==> src/rtl/keccak_pkg.sv <==
// Shared types and constants for the keccak sponge arbiter slice.
package keccak_pkg;

   typedef enum logic [2:0] {
      ARB_IDLE  = 3'd0,
      ARB_CLEAR = 3'd1,
      ARB_WAIT  = 3'd2,
      ARB_OWNED = 3'd3,
      ARB_DRAIN = 3'd4
   } arb_state_t;

   // Rate in 64-bit lanes (r/64) for the supported sponge modes.
   localparam logic [4:0] RATE_SHAKE128 = 5'd21;
   localparam logic [4:0] RATE_SHAKE256 = 5'd17;
   localparam logic [4:0] RATE_SHA3_256 = 5'd17;
   localparam logic [4:0] RATE_SHA3_512 = 5'd9;

endpackage

==> src/rtl/keccak_sponge_arbiter_rr.sv <==
// Combinational round-robin pick: first set request at or after ptr, wrapping.
module rr_arbiter #(
   parameter int N     = 4,
   parameter int IDX_W = $clog2(N)
) (
   input  logic [N-1:0]     req,
   input  logic [IDX_W-1:0] ptr,
   output logic [N-1:0]     gnt,
   output logic [IDX_W-1:0] idx
);

   logic [IDX_W:0]   pos;
   logic [IDX_W-1:0] cand;
   logic             found;

   always_comb begin
      gnt   = '0;
      idx   = '0;
      found = 1'b0;
      pos   = '0;
      cand  = '0;
      for (int k = 0; k < N; k++) begin
         pos = {1'b0, ptr} + (IDX_W+1)'(k);
         if (pos >= (IDX_W+1)'(N)) pos = pos - (IDX_W+1)'(N);
         cand = pos[IDX_W-1:0];
         if (!found && req[cand]) begin
            found     = 1'b1;
            gnt[cand] = 1'b1;
            idx       = cand;
         end
      end
   end

endmodule

==> src/rtl/keccak_sponge_arbiter.sv <==
// Round-robin owner arbitration for one shared keccak sponge, with a reset pulse per owner.
// Optional idle watchdog enabled by defining KECCAK_ARB_TIMEOUT_EN.
module keccak_sponge_arbiter
   import keccak_pkg::*;
#(
   parameter int NUM_REQ        = 4,
   parameter int IDX_W          = $clog2(NUM_REQ),
   parameter int TIMEOUT_CYCLES = 1024
) (
   input  logic                  clk,
   input  logic                  rst,
   input  logic [NUM_REQ-1:0]    req_valid,
   input  logic [NUM_REQ-1:0]    req_release,
   input  logic [NUM_REQ*5-1:0]  req_rate_words,
   output logic [NUM_REQ-1:0]    grant,
   output logic [IDX_W-1:0]      grant_idx,
   input  logic [NUM_REQ-1:0]    rq_absorb_valid,
   input  logic [NUM_REQ*64-1:0] rq_absorb_data,
   input  logic [NUM_REQ-1:0]    rq_absorb_last,
   output logic [NUM_REQ-1:0]    rq_absorb_ready,
   output logic [NUM_REQ-1:0]    rq_squeeze_valid,
   output logic [63:0]           rq_squeeze_data,
   input  logic [NUM_REQ-1:0]    rq_squeeze_ready,
   output logic                  sp_rst_n,
   output logic [4:0]            sp_rate_words,
   output logic                  sp_absorb_valid,
   output logic [63:0]           sp_absorb_data,
   output logic                  sp_absorb_last,
   input  logic                  sp_absorb_ready,
   input  logic                  sp_squeeze_valid,
   input  logic [63:0]           sp_squeeze_data,
   output logic                  sp_squeeze_ready,
   input  logic                  sp_busy,
`ifdef KECCAK_ARB_TIMEOUT_EN
   output logic                  timeout_evt,
`endif
   output logic [2:0]            dbg_state,
   output logic [IDX_W-1:0]      dbg_ptr
);

   arb_state_t       state_q, state_d;
   logic [IDX_W-1:0] owner_q, owner_d;
   logic [IDX_W-1:0] ptr_q, ptr_d;
   logic             sp_rst_n_q, sp_rst_n_d;
   logic [NUM_REQ-1:0] pick_gnt;
   logic [IDX_W-1:0]   pick_idx;
   logic owned, release_hit, fire;

   rr_arbiter #(.N(NUM_REQ), .IDX_W(IDX_W)) u_rr (
      .req (req_valid),
      .ptr (ptr_q),
      .gnt (pick_gnt),
      .idx (pick_idx)
   );

   assign owned       = (state_q == ARB_OWNED);
   assign release_hit = owned && req_release[owner_q];

   // Owner <-> sponge routing is purely combinational so streams see no extra latency.
   always_comb begin
      grant            = '0;
      rq_absorb_ready  = '0;
      rq_squeeze_valid = '0;
      sp_rate_words    = '0;
      sp_absorb_valid  = 1'b0;
      sp_absorb_data   = '0;
      sp_absorb_last   = 1'b0;
      sp_squeeze_ready = 1'b0;
      if (owned) begin
         grant[owner_q]            = 1'b1;
         rq_absorb_ready[owner_q]  = sp_absorb_ready;
         rq_squeeze_valid[owner_q] = sp_squeeze_valid;
         sp_rate_words             = req_rate_words[int'(owner_q)*5 +: 5];
         sp_absorb_valid           = rq_absorb_valid[owner_q];
         sp_absorb_data            = rq_absorb_data[int'(owner_q)*64 +: 64];
         sp_absorb_last            = rq_absorb_last[owner_q];
         sp_squeeze_ready          = rq_squeeze_ready[owner_q];
      end
   end

   assign rq_squeeze_data = sp_squeeze_data;
   assign grant_idx       = owner_q;
   assign sp_rst_n        = sp_rst_n_q;
   assign dbg_state       = state_q;
   assign dbg_ptr         = ptr_q;

   // sp_rst_n_d tracks the next state so the sponge reset is low exactly while in CLEAR.
   always_comb begin
      state_d    = state_q;
      owner_d    = owner_q;
      ptr_d      = ptr_q;
      sp_rst_n_d = 1'b1;
      case (state_q)
         ARB_IDLE: begin
            if (|pick_gnt) begin
               owner_d    = pick_idx;
               ptr_d      = (pick_idx == IDX_W'(NUM_REQ-1)) ? '0 : pick_idx + 1'b1;
               state_d    = ARB_CLEAR;
               sp_rst_n_d = 1'b0;
            end
         end
         ARB_CLEAR: state_d = ARB_WAIT;
         ARB_WAIT:  if (sp_absorb_ready) state_d = ARB_OWNED;
         ARB_OWNED: if (release_hit || fire) state_d = ARB_DRAIN;
         ARB_DRAIN: if (!sp_busy) state_d = ARB_IDLE;
         default:   state_d = ARB_IDLE;
      endcase
   end

   always_ff @(posedge clk) begin
      if (rst) begin
         state_q    <= ARB_IDLE;
         owner_q    <= '0;
         ptr_q      <= '0;
         sp_rst_n_q <= 1'b0;
      end else begin
         state_q    <= state_d;
         owner_q    <= owner_d;
         ptr_q      <= ptr_d;
         sp_rst_n_q <= sp_rst_n_d;
      end
   end

`ifdef KECCAK_ARB_TIMEOUT_EN
   localparam int CNT_W = $clog2(TIMEOUT_CYCLES + 1);
   logic [CNT_W-1:0] idle_cnt_q, idle_cnt_d;
   logic             handshake;

   assign handshake = (sp_absorb_valid && sp_absorb_ready) ||
                      (sp_squeeze_valid && sp_squeeze_ready);

   // Counter is zero outside OWNED, so entry to OWNED always starts from a clean count.
   always_comb begin
      idle_cnt_d = '0;
      fire       = 1'b0;
      if (owned && !handshake) begin
         idle_cnt_d = idle_cnt_q + 1'b1;
         fire       = (idle_cnt_q == CNT_W'(TIMEOUT_CYCLES - 1));
      end
   end

   always_ff @(posedge clk) begin
      if (rst) idle_cnt_q <= '0;
      else     idle_cnt_q <= idle_cnt_d;
   end

   assign timeout_evt = fire;
`else
   assign fire = 1'b0;
`endif

endmodule

==> config.mk <==
export PLATFORM = sky130hd
export DESIGN_NAME = keccak_sponge_arbiter
export DESIGN_NICKNAME = d
export VERILOG_FILES = /design/src/rtl/keccak_pkg.sv /design/src/rtl/keccak_sponge_arbiter_rr.sv /design/src/rtl/keccak_sponge_arbiter.sv
export SDC_FILE = /design/constraint.sdc
export NUM_CORES = 1
export LEC_CHECK = 0
export CORE_AREA = 10 10 197 199
export DETAILED_ROUTE_END_ITERATION = 6
export DIE_AREA = 0 0 207 209
export PLACE_DENSITY = 0.5
export SYNTH_ARGS = -nofsm -noshare
export SYNTH_HDL_FRONTEND = slang
export SYNTH_HIERARCHICAL = 1
export SYNTH_SLANG_ARGS = --single-unit
==> constraint.sdc <==
create_clock -name clk -period 6.82 [get_ports clk]
set_input_delay 1.364 -clock clk [delete_from_list [all_inputs] [get_ports clk]]
set_output_delay 1.364 -clock clk [all_outputs]
set_load 0.1 [all_outputs]
==> results_dict.tcl, run 1 <==
set metrics [dict create \
    cpMostUsedCell "clkdlybuf4s50_1" \
    cts-buffers-inserted 3 \
    crit_family "buffers and inverters" \
    place_inst 1098 \
    routed_wirelength_um 23500 \
    synth.area.mux_share_pct 49.3 \
    die_w_um 207 \
    cp_max_fo 1 \
    syn-num-nets 706 \
    synth_top_area_share_pct 48.1 \
    grt_use_total_pct 10.1 \
    ant_nets 0 \
    power.density_mw_per_mm2 249 \
    grt_pass1_vias 4390 \
    hold_path.class "reg -> reg" \
    finalSetupViolCount 0 \
    synth_top_family_by_area "multiplexers" \
    path_cells "clkdlybuf4s50_1 > mux4_2 > and2_1 > clkdlybuf4s50_1" \
    synth_compound_area_share_pct 4.93 \
    antenna_found_initial 2 \
    cts_tree "yes" \
    ys_types 37 \
    drt_iter0_drc 176 \
    p_comb_share_pct 83.9 \
    cts.reportedPaths.clkPinSlew_ns 0.04 \
    status "finished, final reports clean" \
    cp.arrival_ns 3.57 \
    period_minus_slack_ns 4.94 \
    crit_path_end_kind "output pin" \
    crit_required_ns 5.46 \
    dieArea_mm2 0.0433 \
    path_class "in -> out" \
    fin_total_pwr_mw 1.88 \
    post-route-period-util_pct 72.4 \
    finalMaxSlewViolations 0 \
    num_rows 69 \
    num_vias 4086 \
    slowest_stage "clkdlybuf4s50_1" \
    grt_overflow 0 \
    fin_skew_ns 0.00301 \
    cts_setup_buffers 0 \
    dp_hpwl_um 20200 \
    power_frac_clock_pct 5.5 \
    io_pins 521 \
    htreeDepth 1 \
    syn_to_final_growth_pct 110 \
    grt_max_degree 61 \
    remaining_drc_errors 0 \
    nets 1013 \
    p_sw_share_pct 53.6 \
    syn_area_mm2 0.00360 \
    vias_per_cell 3.70 \
    wl_per_cell_um 21.3 \
    cts_resized 0 \
    fp.dieH_um 209 \
    place_congestion 0.810 \
    cts.sinks 8 \
    cts_hold_buffers 0 \
    start_util_pct 10.3 \
    p_int_mw 0.873 \
    setup.worst_path.start_class "primary input" \
    ys_seq_elements 8 \
    rsz0062_at_grt "false" \
    post-route-util_pct 21.6 \
    netlist_top_cells_area "mux4_2 48%, and2_1 14%, buf_4 13%" \
    maxCapViolCount 0 \
    clock_latency_ns 0.23 \
    avgSynthCellArea_um2 10.8 \
    dr.pass1.iters 4 \
    tightest_slew_ns 1.06 \
    drive_gt1_share_pct 13.9 \
    p_sw_mw 1.01 \
    irDropWorstVdd_uv 123 \
    fin_tns_setup_ns 0 \
    crit_buf_inv 2 \
    yosys_warnings 6 \
    cts_max_path_buffers 2 \
    synth-xor-area-share_pct 0.243 \
    fmax_ghz 0.203 \
    instances_no_fill 1105 \
    max_slew_margin_pct 28.9 \
    coreArea_mm2 0.0351 \
    yosys.area.top_type "mux4_2" \
    cts_root_buf "clkbuf_16" \
    finalHoldViolations 0 \
    synth_cells 335 \
    power_frac_seq_pct 10.6 \
    slowest_delay_ns 1.01 \
    p_leak_nw 2.49 \
    seq_area_frac_synth_pct 4.45 \
    io_buffers 392 \
    grt_pass1_wl_um 33700 \
    synth_fa_ha_area_share_pct 2.08 \
    synthSimpleGateAreaFrac_pct 19.8 \
]
==> cell usage after synthesis, drive strengths merged <==
cell / n
nor4bb: 1
nor4b: 2
o21ai: 8
nor2b: 4
nand2b: 4
o211ai: 1
ha: 6
nand2: 2
dfxtp: 8
xor2: 1
nand3b: 1
nand3: 1
and3: 3
and3b: 3
inv: 4
o31ai: 1
a21boi: 1
nor3: 2
and2: 79
a211oi: 2
buf: 80
clkbuf: 14
a21oi: 3
mux4: 77
a22oi: 8
nor2: 10
or3: 1
nor4: 1
a21o: 1
mux2i: 4
a22o: 1
o2111ai: 1
==> sequential cells by signal (all words and copies together) (netlist names) <==
signal     cells
grant_idx      2
sp_rst_n       1
dbg_state      3
dbg_ptr        2
==> logic make-up (layout without fill, tap and decap cells) <==
logic type | count (synthesis) | after routing
and+or+nand+nor | 114 | 114
buffers and inverters | 98 | 404
muxes | 81 | 81
AOI/OAI and AO/OA | 27 | 27
DFF | 8 | 8
adders and majority gates | 6 | 6
xor gates and xnor gates | 1 | 1
other | 0 | 3
==> cells in the final DEF, fill, tap and decap left out, drive strengths merged, types with 2 or more instances in the layout <==
cell           count
clkdlybuf4s50    391
ha                 6
mux4              77
diode              3
mux2i              4
a21oi              3
nand2b             4
a22oi              8
nand2              2
and3               3
nor3               2
nor2              10
and2              79
dfxtp              8
and3b              3
inv                4
o21ai              8
clkbuf             4
buf                5
nor4b              2
a211oi             2
nor2b              4
==> per-stage QoR <==
step | instance area [µm²] | hold WS [ns] | setup slack, ns
after floorplan | 3600 | 0.960 | 1.06
after global placement | 7470 | 0.601 | 1.86
after detailed placement | 7470 | 0.618 | 1.86
after CTS | 7550 | 0.629 | 1.85
after global routing | 7550 | 0.685 | 1.84
final | 7560 | 0.625 | 1.88
==> path summary, 6_finish.rpt <==
check,from,to,slack (ns),depth (start not counted)
setup / recovery,req_rate_words[15],sp_rate_words[0],1.88,4
hold / removal,dbg_state[2],dbg_state[2],0.63,2
setup reg to reg,dbg_ptr[0],dbg_ptr[0],3.45,10
hold reg to reg,dbg_state[2],dbg_state[2],0.63,2
==> layer usage <==
metal | up-vias | track usage (%) | share of wire (%)
li1 | 1823 | - | -
met4 | 0 | 0.554 | 0.25
met5 | - | 0 | 0
met1 | 1995 | 12.0 | 40
met2 | 258 | 17.7 | 50
met3 | 10 | 3.92 | 9.2
==> worst reg2reg max path: stages (launching register included) <==
cell and delay, ns:
dfxtp_1 0.73, inv_1 0.16, ha_1 0.43, mux4_2 0.45, nor2b_1 0.34, a22oi_1 0.12
o21ai_0 0.18, nor4_1 0.11, nand2b_1 0.29, or3_1 0.36, a21oi_1 0.13
==> area by class of cell <==
cell class | instances | area [µm²]
Clock buffer | 4 | 78.8
Antenna cell | 3 | 7.51
Fill cell | 3845 | 27500
Multi-Input combinational cell | 229 | 2750
Timing Repair Buffer | 396 | 3960
Tap cell | 461 | 577
Sequential cell | 8 | 168
Inverter | 4 | 15.0
==> power groups by stage <==
stage | clock network, mW | logic, mW | registers [mW]
final | 0.103 | 1.58 | 0.201
after global routing | 0.111 | 1.68 | 0.221
after CTS | 0.107 | 1.61 | 0.208
after detailed placement | 0 | 1.60 | 0.209
after global placement | 0 | 1.59 | 0.208
after floorplan | 0 | 1.33 | 0.213
No activity file was read; power rests on OpenSTA's default activity.
==> inputs of run 2 (changes only) <==
CORE_AREA = 10 10 193 195   (was 10 10 197 199)
DIE_AREA = 0 0 203 205   (was 0 0 207 209)
PLACE_DENSITY = 0.51   (was 0.5)
clock period = 4.75 ns   (was 6.82 ns; I/O delays follow)
==> run 2 against run 1 <==
  * Clock-buffer cell count did not move
  * Register-to-register slack worse by 2.0 ns
  * Non-clock buffer count rose by 1
  * Clock skew fell by 0.0019 ns
  * Clock power is 42% higher
  * Global-route usage rose by 0.79 points
  * Critical endpoint is now dbg_ptr[0]
  * Die area down 3.8%
  * Final cell count shrank 1.4%
==> results_dict.tcl, run 2 (same netlist as run 1, synthesis figures left out) <==
set metrics [dict create \
    cts_setup_buffers 0 \
    grt_use_total_pct 10.9 \
    crit_required_ns 4.91 \
    fin_skew_ns 0.00115 \
    cts.sinks 8 \
    htreeDepth 1 \
    crit_family "simple AND/OR/NAND/NOR gates" \
    mostFrequentLayoutCells "310 x clkdlybuf4s50_1, 85 x buf_4, 79 x and2_1" \
    cts_root_buf "clkbuf_16" \
    fp.dieH_um 205 \
    mostFrequentLayoutCell "clkdlybuf4s50_1" \
    fmax_ghz 0.291 \
    drt_iter0_drc 175 \
    fillers 3628 \
    remaining_drc_errors 0 \
    period_minus_slack_ns 3.44 \
    p_leak_nw 2.66 \
    vias_per_cell 3.74 \
    cts_hold_buffers 0 \
    status "finished, final reports clean" \
    maxCapViolCount 0 \
    grt_max_degree 40 \
    setup.worst_path.start_class "primary input" \
    grt_overflow 0 \
    drive_gt1_share_pct 26.8 \
    slowest_delay_ns 0.64 \
    tightest_slew_ns 1.02 \
    place_congestion 0.886 \
    num_vias 4074 \
    crit_path_end_kind "flop" \
    cts.reportedPaths.clkPinSlew_ns 0.04 \
    fin_tns_setup_ns 0 \
    io_pins 521 \
    nets 1014 \
    io_buffers 392 \
    largest_reg_flops 3 \
    grt_pass1_wl_um 34100 \
    clock_latency_ns 0.23 \
    path_class "in -> reg" \
    dr.pass1.iters 4 \
    cp_max_fo 12 \
    finalMaxSlewViolations 0 \
    dp_hpwl_um 21900 \
    finalHoldViolations 0 \
    crit_buf_inv 1 \
    num_rows 67 \
    rrSetupSlack_ns 1.47 \
    max_slew_margin_pct 31.6 \
    ant_nets 0 \
    antenna_found_initial 0 \
    post-route-period-util_pct 72.4 \
    cts_max_path_buffers 2 \
    grt_pass1_vias 4424 \
    cp.arrival_ns 3.60 \
    cts-buffers-inserted 3 \
    path_cells "clkdlybuf4s50_1 > mux4_2 > nor4b_4 > a22oi_1 > o21ai_0 > nor4_1 > nand2b_1 > or3_1 > a21oi_1" \
    irDropWorstVdd_uv 303 \
    holdWs_ns 0.646 \
    diodes 0 \
    finalSetupViolCount 0 \
    start_util_pct 10.8 \
    cts_resized 0 \
    routed_wirelength_um 24900 \
    cts_tree "yes" \
    slowest_stage "mux4_2" \
    rsz0062_at_grt "false" \
    hold_path.class "reg -> reg" \
    power.density_mw_per_mm2 366 \
    die_w_um 203 \
    dieArea_mm2 0.0416 \
    syn_to_final_growth_pct 104 \
    post-route-util_pct 22.1 \
    wl_per_cell_um 22.8 \
    coreArea_mm2 0.0333 \
]
run 2: changes by cell type in the layout (fill, tap and decap cells not counted), sizes merged:
cell	change
buf	+82
clkdlybuf4s50	-81
diode	-3
run 2: path summary, 6_finish.rpt:
kind                                      to  cells past startpoint    startpoint
worst max-delay path              dbg_ptr[0]                      9  req_valid[3]
worst min-delay path            dbg_state[2]                      2  dbg_state[2]
worst max register to register    dbg_ptr[0]                     10    dbg_ptr[0]
worst min register to register  dbg_state[2]                      2  dbg_state[2]
run 2: worst min-delay path: stages (launching register included):
cell and delay [ns]:
dfxtp_1 0.38, a21oi_1 0.16, a211oi_1 0.06
run 2: area by class of cell:
class,count,area [µm²],share of cell area (%)
timing repair buffer,397,3780,51.4
multi-input combinational,229,2750,37.4
tap,448,561,7.62
sequential,8,168,2.28
clock buffer,4,78.8,1.07
inverter,4,15.0,0.204
run 2: power breakdown:
group	internal, mW	switching, mW
registers	0.0996	0.137
clock network	0.112	0.0341
logic	1.02	1.29
run 2: metal layers:
layer	wire, µm	GRT usage (%)	up-vias
li1	-	-	1822
met1	9590	12.7	1954
met2	12400	19.1	284
met3	2370	3.73	14
met4	504	2.32	0
met5	0	0	-
run 2: through the flow:
| step | setup slack, ns | instance area, µm² | std cells | power (mW) |
|---|---|---|---|---|
| global route | 1.14 | 7360 | 1090 | 2.86 |
| CTS | 1.32 | 7360 | 1090 | 2.75 |
| detailed placement | 1.09 | 7280 | 1086 | 2.59 |
| finish | 1.31 | 7360 | 1090 | 2.70 |
| floorplan | 0.0197 | 3610 | 335 | 2.22 |
| global placement | 1.13 | 7280 | 1086 | 2.59 |
